## config.mk

```make
export PLATFORM = sky130hd
export DESIGN_NAME = mc_main_fsm
export DESIGN_NICKNAME = d
export VERILOG_FILES = /design/src/rtl/mc_ctrl_pkg.sv /design/src/rtl/mc_mem_wait_timer.sv /design/src/rtl/mc_main_fsm.sv
export SDC_FILE = /design/constraint.sdc
export NUM_CORES = 1
export LEC_CHECK = 0
export ABC_AREA = 1
export CAP_MARGIN = 20
export CORE_UTILIZATION = 52
export CTS_CLUSTER_SIZE = 24
export DETAILED_ROUTE_END_ITERATION = 10
export PLACE_DENSITY = 0.79
export SYNTH_ARGS = -nofsm -noshare
export SYNTH_HDL_FRONTEND = slang
export SYNTH_HIERARCHICAL = 1
export SYNTH_SLANG_ARGS = --single-unit
```

## constraint.sdc

```tcl
create_clock -name clk -period 2.8 [get_ports clk]
set_clock_uncertainty 0.1 [all_clocks]
set_input_delay 0.7 -clock clk [delete_from_list [all_inputs] [get_ports clk]]
set_output_delay 0.7 -clock clk [all_outputs]
set_load 0.005 [all_outputs]
```

## src/rtl/mc_ctrl_pkg.sv

```systemverilog
// Shared types and encodings for the multicycle RV32I main controller:
// state enum, opcodes, datapath mux encodings and per-state control decode.
package mc_ctrl_pkg;

  typedef enum logic [4:0] {
    S_RST, S_FETCH, S_DECODE, S_MEMADR, S_MEMREAD, S_MEMWB, S_MEMWRITE,
    S_EXECR, S_EXECI, S_ALUWB, S_BRANCH, S_JAL, S_JALR_ADR, S_JALR_LNK,
    S_LUI, S_AUIPC, S_HALT, S_TRAP, S_BUSERR
  } state_t;

  localparam logic [6:0] OP_LOAD   = 7'b0000011;
  localparam logic [6:0] OP_STORE  = 7'b0100011;
  localparam logic [6:0] OP_R      = 7'b0110011;
  localparam logic [6:0] OP_I      = 7'b0010011;
  localparam logic [6:0] OP_BRANCH = 7'b1100011;
  localparam logic [6:0] OP_JAL    = 7'b1101111;
  localparam logic [6:0] OP_JALR   = 7'b1100111;
  localparam logic [6:0] OP_LUI    = 7'b0110111;
  localparam logic [6:0] OP_AUIPC  = 7'b0010111;
  localparam logic [6:0] OP_SYSTEM = 7'b1110011;

  localparam logic [1:0] SRCA_PC    = 2'b00;
  localparam logic [1:0] SRCA_OLDPC = 2'b01;
  localparam logic [1:0] SRCA_A     = 2'b10;
  localparam logic [1:0] SRCA_ZERO  = 2'b11;

  localparam logic [1:0] SRCB_RS2  = 2'b00;
  localparam logic [1:0] SRCB_IMM  = 2'b01;
  localparam logic [1:0] SRCB_FOUR = 2'b10;

  localparam logic [1:0] ALUOP_ADD   = 2'b00;
  localparam logic [1:0] ALUOP_BR    = 2'b01;
  localparam logic [1:0] ALUOP_FUNCT = 2'b10;

  localparam logic [1:0] RES_ALUOUT    = 2'b00;
  localparam logic [1:0] RES_DATA      = 2'b01;
  localparam logic [1:0] RES_ALURESULT = 2'b10;

  localparam logic [2:0] IMM_I = 3'b000;
  localparam logic [2:0] IMM_S = 3'b001;
  localparam logic [2:0] IMM_B = 3'b010;
  localparam logic [2:0] IMM_J = 3'b011;
  localparam logic [2:0] IMM_U = 3'b100;

  typedef struct packed {
    logic       memreq;
    logic       adrsrc;
    logic       irwrite;
    logic       pcupdate;
    logic       branch;
    logic       regwrite;
    logic       memwrite;
    logic [1:0] alusrca;
    logic [1:0] alusrcb;
    logic [1:0] aluop;
    logic [1:0] resultsrc;
    logic       halt;
    logic       illegal;
    logic       buserr;
  } ctrl_t;

  function automatic logic [2:0] imm_sel(input logic [6:0] op);
    case (op)
      OP_STORE:         return IMM_S;
      OP_BRANCH:        return IMM_B;
      OP_JAL:           return IMM_J;
      OP_LUI, OP_AUIPC: return IMM_U;
      default:          return IMM_I;
    endcase
  endfunction

  function automatic logic is_mem_state(input state_t s);
    return (s == S_FETCH) || (s == S_MEMREAD) || (s == S_MEMWRITE);
  endfunction

  // Completion-qualified strobes (irwrite/pcupdate in FETCH, memwrite) are gated in the top.
  function automatic ctrl_t state_ctrl(input state_t s);
    ctrl_t c;
    c = '0;
    case (s)
      S_FETCH: begin
        c.memreq = 1'b1; c.irwrite = 1'b1; c.pcupdate = 1'b1;
        c.alusrcb = SRCB_FOUR; c.resultsrc = RES_ALURESULT;
      end
      S_DECODE:   begin c.alusrca = SRCA_OLDPC; c.alusrcb = SRCB_IMM; end
      S_MEMADR:   begin c.alusrca = SRCA_A; c.alusrcb = SRCB_IMM; end
      S_MEMREAD:  begin c.memreq = 1'b1; c.adrsrc = 1'b1; end
      S_MEMWB:    begin c.resultsrc = RES_DATA; c.regwrite = 1'b1; end
      S_MEMWRITE: begin c.memreq = 1'b1; c.adrsrc = 1'b1; c.memwrite = 1'b1; end
      S_EXECR:    begin c.alusrca = SRCA_A; c.alusrcb = SRCB_RS2; c.aluop = ALUOP_FUNCT; end
      S_EXECI:    begin c.alusrca = SRCA_A; c.alusrcb = SRCB_IMM; c.aluop = ALUOP_FUNCT; end
      S_ALUWB:    begin c.resultsrc = RES_ALUOUT; c.regwrite = 1'b1; end
      S_BRANCH: begin
        c.alusrca = SRCA_A; c.alusrcb = SRCB_RS2; c.aluop = ALUOP_BR;
        c.resultsrc = RES_ALUOUT; c.branch = 1'b1;
      end
      S_JAL, S_JALR_LNK: begin
        c.alusrca = SRCA_OLDPC; c.alusrcb = SRCB_FOUR;
        c.resultsrc = RES_ALUOUT; c.pcupdate = 1'b1;
      end
      S_JALR_ADR: begin c.alusrca = SRCA_A; c.alusrcb = SRCB_IMM; end
      S_LUI:      begin c.alusrca = SRCA_ZERO; c.alusrcb = SRCB_IMM; end
      S_AUIPC:    begin c.alusrca = SRCA_OLDPC; c.alusrcb = SRCB_IMM; end
      S_HALT:     c.halt = 1'b1;
      S_TRAP:     c.illegal = 1'b1;
      S_BUSERR:   c.buserr = 1'b1;
      default:    c = '0;
    endcase
    return c;
  endfunction

endpackage

```

## src/rtl/mc_mem_wait_timer.sv

```systemverilog
// Memory wait watchdog: counts stalled cycles in a memory state and flags
// expiry once MAX_WAIT stalled cycles have accumulated since the last clear.
module mc_mem_wait_timer #(
  parameter int MAX_WAIT = 15
) (
  input  logic clk,
  input  logic reset,
  input  logic clear,
  input  logic tick,
  output logic expired
);

  localparam int CW = $clog2(MAX_WAIT + 1);

  logic [CW-1:0] count;

  // Saturates at MAX_WAIT so the count can never wrap back to a safe value.
  always_ff @(posedge clk or posedge reset) begin
    if (reset)
      count <= '0;
    else if (clear)
      count <= '0;
    else if (tick && (count != CW'(MAX_WAIT)))
      count <= count + 1'b1;
  end

  assign expired = (count == CW'(MAX_WAIT));

endmodule

```

## src/rtl/mc_main_fsm.sv

```systemverilog
// Main control FSM of the multicycle RV32I core: sequences fetch/decode/execute/
// memory/writeback with a memory handshake, wait watchdog and illegal-opcode trap.
module mc_main_fsm
  import mc_ctrl_pkg::*;
#(
  parameter bit WAIT_STATES_EN = 1'b1,
  parameter int MAX_WAIT       = 15,
  parameter bit TRAP_ILLEGAL   = 1'b1
) (
  input  logic       clk,
  input  logic       reset,
  input  logic [6:0] op,
  input  logic       MemReady,
  output logic       MemReq,
  output logic       AdrSrc,
  output logic       IRWrite,
  output logic       PCUpdate,
  output logic       Branch,
  output logic       RegWrite,
  output logic       MemWrite,
  output logic [1:0] ALUSrcA,
  output logic [1:0] ALUSrcB,
  output logic [1:0] ALUOp,
  output logic [1:0] ResultSrc,
  output logic [2:0] ImmSrc,
  output logic       Halt,
  output logic       Illegal,
  output logic       BusErr
);

  state_t state, next;
  ctrl_t  ctrl_q;
  logic   done, expired, strobe_gate;

  assign done = !WAIT_STATES_EN || MemReady;

  // Any state change restarts the watchdog, so each memory state starts counting from zero.
  mc_mem_wait_timer #(.MAX_WAIT(MAX_WAIT)) u_wait_timer (
    .clk     (clk),
    .reset   (reset),
    .clear   (next != state),
    .tick    (WAIT_STATES_EN && is_mem_state(state) && !MemReady),
    .expired (expired)
  );

  always_comb begin
    next = state;
    case (state)
      S_RST:   next = S_FETCH;
      S_FETCH: begin
        if (done)         next = S_DECODE;
        else if (expired) next = S_BUSERR;
      end
      S_DECODE: begin
        case (op)
          OP_LOAD, OP_STORE: next = S_MEMADR;
          OP_R:              next = S_EXECR;
          OP_I:              next = S_EXECI;
          OP_BRANCH:         next = S_BRANCH;
          OP_JAL:            next = S_JAL;
          OP_JALR:           next = S_JALR_ADR;
          OP_LUI:            next = S_LUI;
          OP_AUIPC:          next = S_AUIPC;
          OP_SYSTEM:         next = S_HALT;
          default:           next = TRAP_ILLEGAL ? S_TRAP : S_FETCH;
        endcase
      end
      S_MEMADR:  next = (op == OP_LOAD) ? S_MEMREAD : S_MEMWRITE;
      S_MEMREAD: begin
        if (done)         next = S_MEMWB;
        else if (expired) next = S_BUSERR;
      end
      S_MEMWRITE: begin
        if (done)         next = S_FETCH;
        else if (expired) next = S_BUSERR;
      end
      S_MEMWB, S_ALUWB, S_BRANCH:                     next = S_FETCH;
      S_EXECR, S_EXECI, S_JAL, S_JALR_LNK, S_LUI, S_AUIPC: next = S_ALUWB;
      S_JALR_ADR:                                    next = S_JALR_LNK;
      S_HALT, S_TRAP, S_BUSERR:                      next = state;
      default:                                       next = S_RST;
    endcase
  end

  // Control word is registered alongside the state, so it always reflects the current state.
  always_ff @(posedge clk or posedge reset) begin
    if (reset) begin
      state  <= S_RST;
      ctrl_q <= '0;
    end else begin
      state  <= next;
      ctrl_q <= state_ctrl(next);
    end
  end

  // Strobes of a memory state fire only in the cycle the access completes.
  assign strobe_gate = done || !ctrl_q.memreq;

  assign MemReq    = ctrl_q.memreq;
  assign AdrSrc    = ctrl_q.adrsrc;
  assign IRWrite   = ctrl_q.irwrite  && strobe_gate;
  assign PCUpdate  = ctrl_q.pcupdate && strobe_gate;
  assign MemWrite  = ctrl_q.memwrite && strobe_gate;
  assign Branch    = ctrl_q.branch;
  assign RegWrite  = ctrl_q.regwrite;
  assign ALUSrcA   = ctrl_q.alusrca;
  assign ALUSrcB   = ctrl_q.alusrcb;
  assign ALUOp     = ctrl_q.aluop;
  assign ResultSrc = ctrl_q.resultsrc;
  assign ImmSrc    = imm_sel(op);
  assign Halt      = ctrl_q.halt;
  assign Illegal   = ctrl_q.illegal;
  assign BusErr    = ctrl_q.buserr;

endmodule
```

==> results.py, run 1 <==
metrics = {
    "worst_setup_path": {
        "max_stage_delay_ns": 0.51,
        "path_cells": "clkdlybuf4s50_1 -> inv_1 -> a21boi_1 -> clkdlybuf4s50_1",
        "crit_slowest_cell": "clkdlybuf4s50_1",
        "crit_required_ns": 2.00,
        "crit_buf_inv": 3,
        "r2r-start": "u_wait_timer/count[0]",
        "crit_start": "MemReady",
        "arrival_ns": 1.94,
        "crit_type": "in -> out",
        "worst_path_most_repeated_cell": "clkdlybuf4s50_1",
        "path_delay_family": "buffers and inverters",
        "cp_max_fo": 4,
        "critPathCaptureType": "primary output",
        "cp-start-kind": "input pin",
    },
    "timing": {
        "timing.final.ws_setup_ns": 0.0648,
        "max_clock_freq_mhz": 366,
        "rsz0062_at_grt": "false",
        "period_minus_slack_ns": 2.74,
        "fin_crit_sh_pct": 97.7,
        "relSlewSlack_pct": 78.5,
        "tightest_slew_ns": 0.322,
        "finalSetupViolations": 0,
        "hold_viol": 0,
        "fin_tns_setup_ns": 0,
        "drv_slew": 0,
    },
    "pwr": {
        "max-vdd-ir-drop_uv": 495,
        "p_per_area_nw_per_um2": 903,
        "clock_power_share_pct": 12.6,
        "combPwrFrac_pct": 60.2,
        "p_int_mw": 1.12,
        "power_leakage_nw": 1.28,
        "switching_share_pct": 45.7,
        "power.total_mw": 2.05,
        "seq_power_share_pct": 27.2,
        "p_switching_uw": 940,
    },
    "layout": {
        "multiInputGateArea_um2": 916,
        "fin_nets": 294,
        "final_common_cell": "nand2_1",
        "stdcell_area_um2": 2270,
        "layout_common_cells": "nand2_1, dfrtp_1, nor2_1, clkdlybuf4s50_1, buf_4",
        "fillers": 243,
        "diodes": 0,
        "layout.area.seq_um2": 651,
        "layout-area-overhead-vs-synth_pct": 29.7,
        "drive_gt1_share_pct": 27.0,
    },
    "die": {
        "dieHeight_um": 60.1,
        "dieArea_um2": 3610,
        "start_util_pct": 56.1,
        "design.portCount": 31,
        "die_x_um": 60.1,
        "coreArea_um2": 3130,
        "row_count": 20,
    },
    "clock_network": {
        "htreeDepth": 1,
        "cts_buffers": 3,
        "cts.sinks": 26,
        "cts_tree": "built",
        "cts_root_buffer": "clkbuf_4",
        "cts_buffer_depth": 2,
        "clk_pin_slew_ns": 0.14,
        "insertion_delay_ns": 0.32,
        "hold_buffers": 0,
    },
    "placement": {
        "portBuffers": 30,
        "hpwlAfterDp_um": 3010,
        "gp_congestion": 0.862,
        "dp_slack_ns": -0.154,
        "dpl_cell_area_um2": 2210,
    },
    "routing": {
        "avgViaCountPerCell": 4.91,
        "drc_errors": 0,
        "wl_per_cell_um": 11.2,
        "vias": 1601,
        "drt_pass1_iterations": 4,
        "routed_wl_um": 3660,
        "drt_iter0_markers": 49,
        "drtAntennaViolNets": 0,
    },
    "logic_synthesis": {
        "synth_seq_area_share_pct": 37.1,
        "synth_top_area_share_pct": 37.1,
        "yosys-top-cells-area": "dfrtp_1, nand2_1, nor2_1, nand3_1, inv_1",
        "syn-num-nets": 245,
        "ys_ff_latch": 26,
        "avgSynthCellArea_um2": 7.50,
        "synth_cells": 234,
        "yosys.area.top_type": "dfrtp_1",
        "yosys_warnings": 6,
        "synth_cell_type_count": 27,
        "netlist_area_um2": 1750,
    },
    "grt": {
        "grt_pass1_vias": 1446,
        "grt_first_pass_wirelength_um": 6340,
        "grt_use_total_pct": 23.1,
        "antenna_found_initial": 0,
        "overflow": 0,
        "grt_start_max_net_pins": 23,
    },
    "worst_hold_path": {
        "min_path_type": "reg -> reg",
        "min_from": "u_wait_timer/count[1]",
    },
    "status": {
        "outcome": "finished clean",
    },
    "run": {
        "drv_cap": 0,
    },
}
## flip-flops by register name, indices dropped and copies added (netlist names)
name	cells
ALUOp	2
ALUSrcA	2
ALUSrcB	2
AdrSrc	1
Branch	1
BusErr	1
Halt	1
Illegal	1
MemReq	1
RegWrite	1
ResultSrc	1
ctrl_q	3
state	5
u_wait_timer/count	4
## per-layer routing
layer  vias to the layer above  wire, µm  part of all wire, %  track usage [%]
li1                        838         -                    -                -
met1                       725      1760                   48             34.0
met2                        36      1770                   48             37.0
met3                         2       127                  3.5             2.60
met4                         0        14                 0.38             3.99
met5                         -         0                    0                0
## final cells by class
type	instances	area share, %
Multi-Input combinational cell	165	40.3
Sequential cell	26	28.6
Inverter	34	5.61
Clock inverter	1	1.32
Clock buffer	3	0.990
Timing Repair Buffer	53	20.8
Tap cell	44	2.42
## synthesized netlist by cell type (all sizes together)
cell type,number
nand2,64
inv,34
o22ai,1
nor4,1
o21ai,10
nor2,36
nand4,10
a21boi,3
ha,1
buf,9
dfrtp,26
a21oi,4
a211oi,1
nor3,5
nand3b,2
nand3,23
xor2,4
## through the flow
step	cells	util (%)	hold WS (ns)
floorplan	234	-	0.366
global placement	321	70.6	0.416
detailed placement	321	70.6	0.427
CTS	326	72.6	0.458
global route	326	72.7	0.471
finish	326	72.7	0.456
## worst paths after layout
kind	slack [ns]	cells after the start	to
worst min register to register	0.46	2	u_wait_timer/count[1]
worst max-delay path	0.06	4	MemWrite
min in group asynchronous	0.47	2	u_wait_timer/count[2]
worst min-delay path	0.46	2	u_wait_timer/count[1]
max in group asynchronous	1.77	3	state[1]
worst max register to register	0.44	14	u_wait_timer/count[0]
## power groups by stage
stage | Sequential [mW] | Combinational, mW | Clock (mW)
after floorplan | 0.539 | 0.895 | 0
after global placement | 0.565 | 1.20 | 0
after detailed placement | 0.570 | 1.22 | 0
after CTS | 0.560 | 1.23 | 0.261
after global routing | 0.571 | 1.36 | 0.276
final | 0.560 | 1.24 | 0.259
## logic make-up after synthesis
group	count (synthesis)	synth area share, %
AOI/OAI and AO/OA	19	6.99
buffers and inverters	43	11.0
and+or+nand+nor	141	42.2
adders and majority gates	1	0.713
xor gates and xnor gates	4	2.00
DFF	26	37.1
## tightest hold or removal path: stages (launching register included)
cell     delay, ns
dfrtp_1       0.41
nand2_1       0.07
nand2_1       0.05
## timing repair
action / in CTS / in global routing
buffers inserted: 1 / 0
pin swaps: 4 / 0
resized for setup: 7 / 3
setup endpoints to repair: 4 / 5
Power figures use the tool's default switching activity.
==> inputs of run 2 (changes only) <==
- GPL_ROUTABILITY_DRIVEN: unset -> 0
==> results of run 2 <==
No change in the layout: final DEF, timing and power equal those of run 1.
==> inputs of run 3 (changes only) <==
--- a/constraint.sdc
+++ b/constraint.sdc
@@ -4,2 +4,2 @@
 set_output_delay 0.7 -clock clk [all_outputs]
-set_load 0.005 [all_outputs]
+set_load 0.02 [all_outputs]
==> run 3 against run 2 <==
Compared with the run above:
- fmax up 1.6%
- sequential power about the same
- critical endpoint is now ImmSrc[0]
- global-route usage up 0.89 points
- largest power group unchanged
- wire length up 5.0%
- sequential cell count unchanged
- clock power about the same
- non-clock buffer count down 1
- critical path depth up 2
- setup slack better by 0.043 ns
==> results.py, run 3 (synthesis gave the netlist of run 1 again) <==
metrics = {
    "worst_setup_path": {
        "crit_slowest_cell": "clkdlybuf4s50_1",
        "arrival_ns": 1.89,
        "crit_start": "op[1]",
        "crit_type": "in -> out",
        "path_cells": "clkdlybuf4s50_1 -> nand2_1 -> nor2_2 -> nand2_2 -> nand2_1 -> clkdlybuf4s15_1",
        "r2r_cells": 12,
        "cp-start-kind": "input pin",
        "path_delay_family": "buffers and inverters",
        "cp-endpoint": "ImmSrc[0]",
        "crit_required_ns": 2.00,
        "r2r-start": "u_wait_timer/count[0]",
        "worst-path-stages": 6,
        "cp_max_fo": 4,
        "crit_buf_inv": 2,
        "worst_path_most_repeated_cell": "nand2_1",
        "max_stage_delay_ns": 0.46,
        "critPathCaptureType": "primary output",
        "rr_endpoint": "u_wait_timer/count[3]",
        "reg2reg_slack_ns": 0.46,
    },
    "clock_network": {
        "cts_root_buffer": "clkbuf_4",
        "cts_tree": "built",
        "postCtsSetupBuffers": 0,
        "cts_buffers": 3,
        "clk_pin_slew_ns": 0.14,
        "cts.sinks": 26,
        "insertion_delay_ns": 0.32,
        "hold_buffers": 0,
        "cts_buffer_depth": 2,
        "htreeDepth": 1,
    },
    "routing": {
        "wl_per_cell_um": 11.8,
        "drc_errors": 0,
        "drt_pass1_iterations": 4,
        "drtAntennaViolNets": 0,
        "avgViaCountPerCell": 5.10,
        "vias": 1657,
        "drt_iter0_markers": 59,
        "routed_wl_um": 3850,
    },
    "timing": {
        "max_clock_freq_mhz": 371,
        "rsz0062_at_grt": "false",
        "relSlewSlack_pct": 75.3,
        "fin_tns_setup_ns": 0,
        "drv_slew": 0,
        "tightest_slew_ns": 0.370,
        "period_minus_slack_ns": 2.69,
        "finalSetupViolations": 0,
        "hold_viol": 0,
        "fin_crit_sh_pct": 96.1,
    },
    "layout": {
        "stdcell_area_um2": 2250,
        "layout-area-overhead-vs-synth_pct": 28.3,
        "top_register": "state",
        "fillers": 246,
        "diodes": 0,
        "reg_top3": "state (5), u_wait_timer/count (4), ctrl_q (3)",
        "fin_nets": 293,
        "layout_common_cells": "nand2_1, dfrtp_1, nor2_1, clkdlybuf4s50_1, buf_4",
        "final_common_cell": "nand2_1",
        "largest_reg_flops": 5,
        "finalNonFillerCells": 325,
        "drive_gt1_share_pct": 27.0,
    },
    "pwr": {
        "p_per_area_nw_per_um2": 950,
        "power.total_mw": 2.14,
        "max-vdd-ir-drop_uv": 478,
        "power_leakage_nw": 1.24,
    },
    "die": {
        "coreArea_um2": 3130,
        "design.portCount": 31,
        "dieHeight_um": 60.1,
        "row_count": 20,
        "dieArea_um2": 3610,
        "die_x_um": 60.1,
        "start_util_pct": 56.1,
    },
    "placement": {
        "hpwlAfterDp_um": 3020,
        "portBuffers": 30,
        "dp.cells": 321,
        "dpl_cell_area_um2": 2210,
    },
    "grt": {
        "grt_first_pass_wirelength_um": 6430,
        "grt_use_total_pct": 24.0,
        "antenna_found_initial": 0,
        "grt_pass1_vias": 1505,
        "overflow": 0,
        "grt_start_max_net_pins": 23,
    },
    "status": {
        "outcome": "finished clean",
    },
    "worst_hold_path": {
        "min_path_type": "reg -> reg",
    },
    "run": {
        "drv_cap": 0,
    },
}
## run 3: worst register-to-register path, cell delays in order, from the launching register on
cell,delay (ns)
dfrtp_1,0.44
ha_1,0.24
nand3_1,0.10
inv_1,0.09
nor2_1,0.19
nand4_1,0.18
nand4_2,0.14
nor2_1,0.05
nor4_1,0.28
nand2_1,0.19
inv_2,0.12
nand4_1,0.10
nand2_1,0.06
## run 3: power breakdown
part / internal [mW] / total [mW] / switching, mW
clock network: 0.145 / 0.259 / 0.114
registers: 0.476 / 0.563 / 0.0872
logic: 0.490 / 1.32 / 0.826
## run 3: metrics by stage
| step | utilization, % | setup slack (ns) | hold slack (ns) |
|---|---|---|---|
| floorplan | - | 0.587 | 0.366 |
| global placement | 70.6 | -0.217 | 0.416 |
| detailed placement | 70.6 | -0.263 | 0.428 |
| CTS | 72.2 | 0.0394 | 0.458 |
| global route | 72.0 | 0.00128 | 0.489 |
| finish | 72.0 | 0.108 | 0.461 |
## run 3: final cells by class
class                      instances  area [µm²]  share of cell area (%)
clock buffer                       3        22.5                    1.00
clock inverter                     1        30.0                    1.33
inverter                          34         128                    5.67
multi-input combinational        165         913                    40.6
sequential                        26         651                    28.9
tap                               44        55.1                    2.45
timing repair buffer              52         452                    20.1
## run 3: how the worst min path moves through the flow
| stage | start | cells past startpoint | end | slack (ns) |
|---|---|---|---|---|
| 2_1_floorplan | reset | 1 | u_wait_timer/count[0] | 0.37 |
| 3_3_place_gp | u_wait_timer/count[1] | 2 | u_wait_timer/count[1] | 0.42 |
| 3_5_place_dp | u_wait_timer/count[1] | 2 | u_wait_timer/count[1] | 0.43 |
| 4_1_cts | u_wait_timer/count[1] | 2 | u_wait_timer/count[1] | 0.46 |
| 5_1_grt | reset | 2 | u_wait_timer/count[0] | 0.49 |
| 6_report | u_wait_timer/count[1] | 2 | u_wait_timer/count[1] | 0.46 |
## run 3: what timing repair did
| item | in CTS | in global routing |
|---|---|---|
| gates resized for setup | 7 | 6 |
| endpoints found under the hold margin | 0 | 0 |
| endpoints found under the setup margin | 6 | 7 |
## run 3: layer usage
layer / global-route usage (%) / wire length (µm) / vias to the layer above / part of all wire, %
li1: - / - / 840 / -
met1: 31.3 / 1760 / 760 / 46
met2: 41.4 / 1840 / 53 / 48
met3: 3.46 / 202 / 4 / 5.3
met4: 6.31 / 42 / 0 / 1.1
met5: 0 / 0 / - / 0
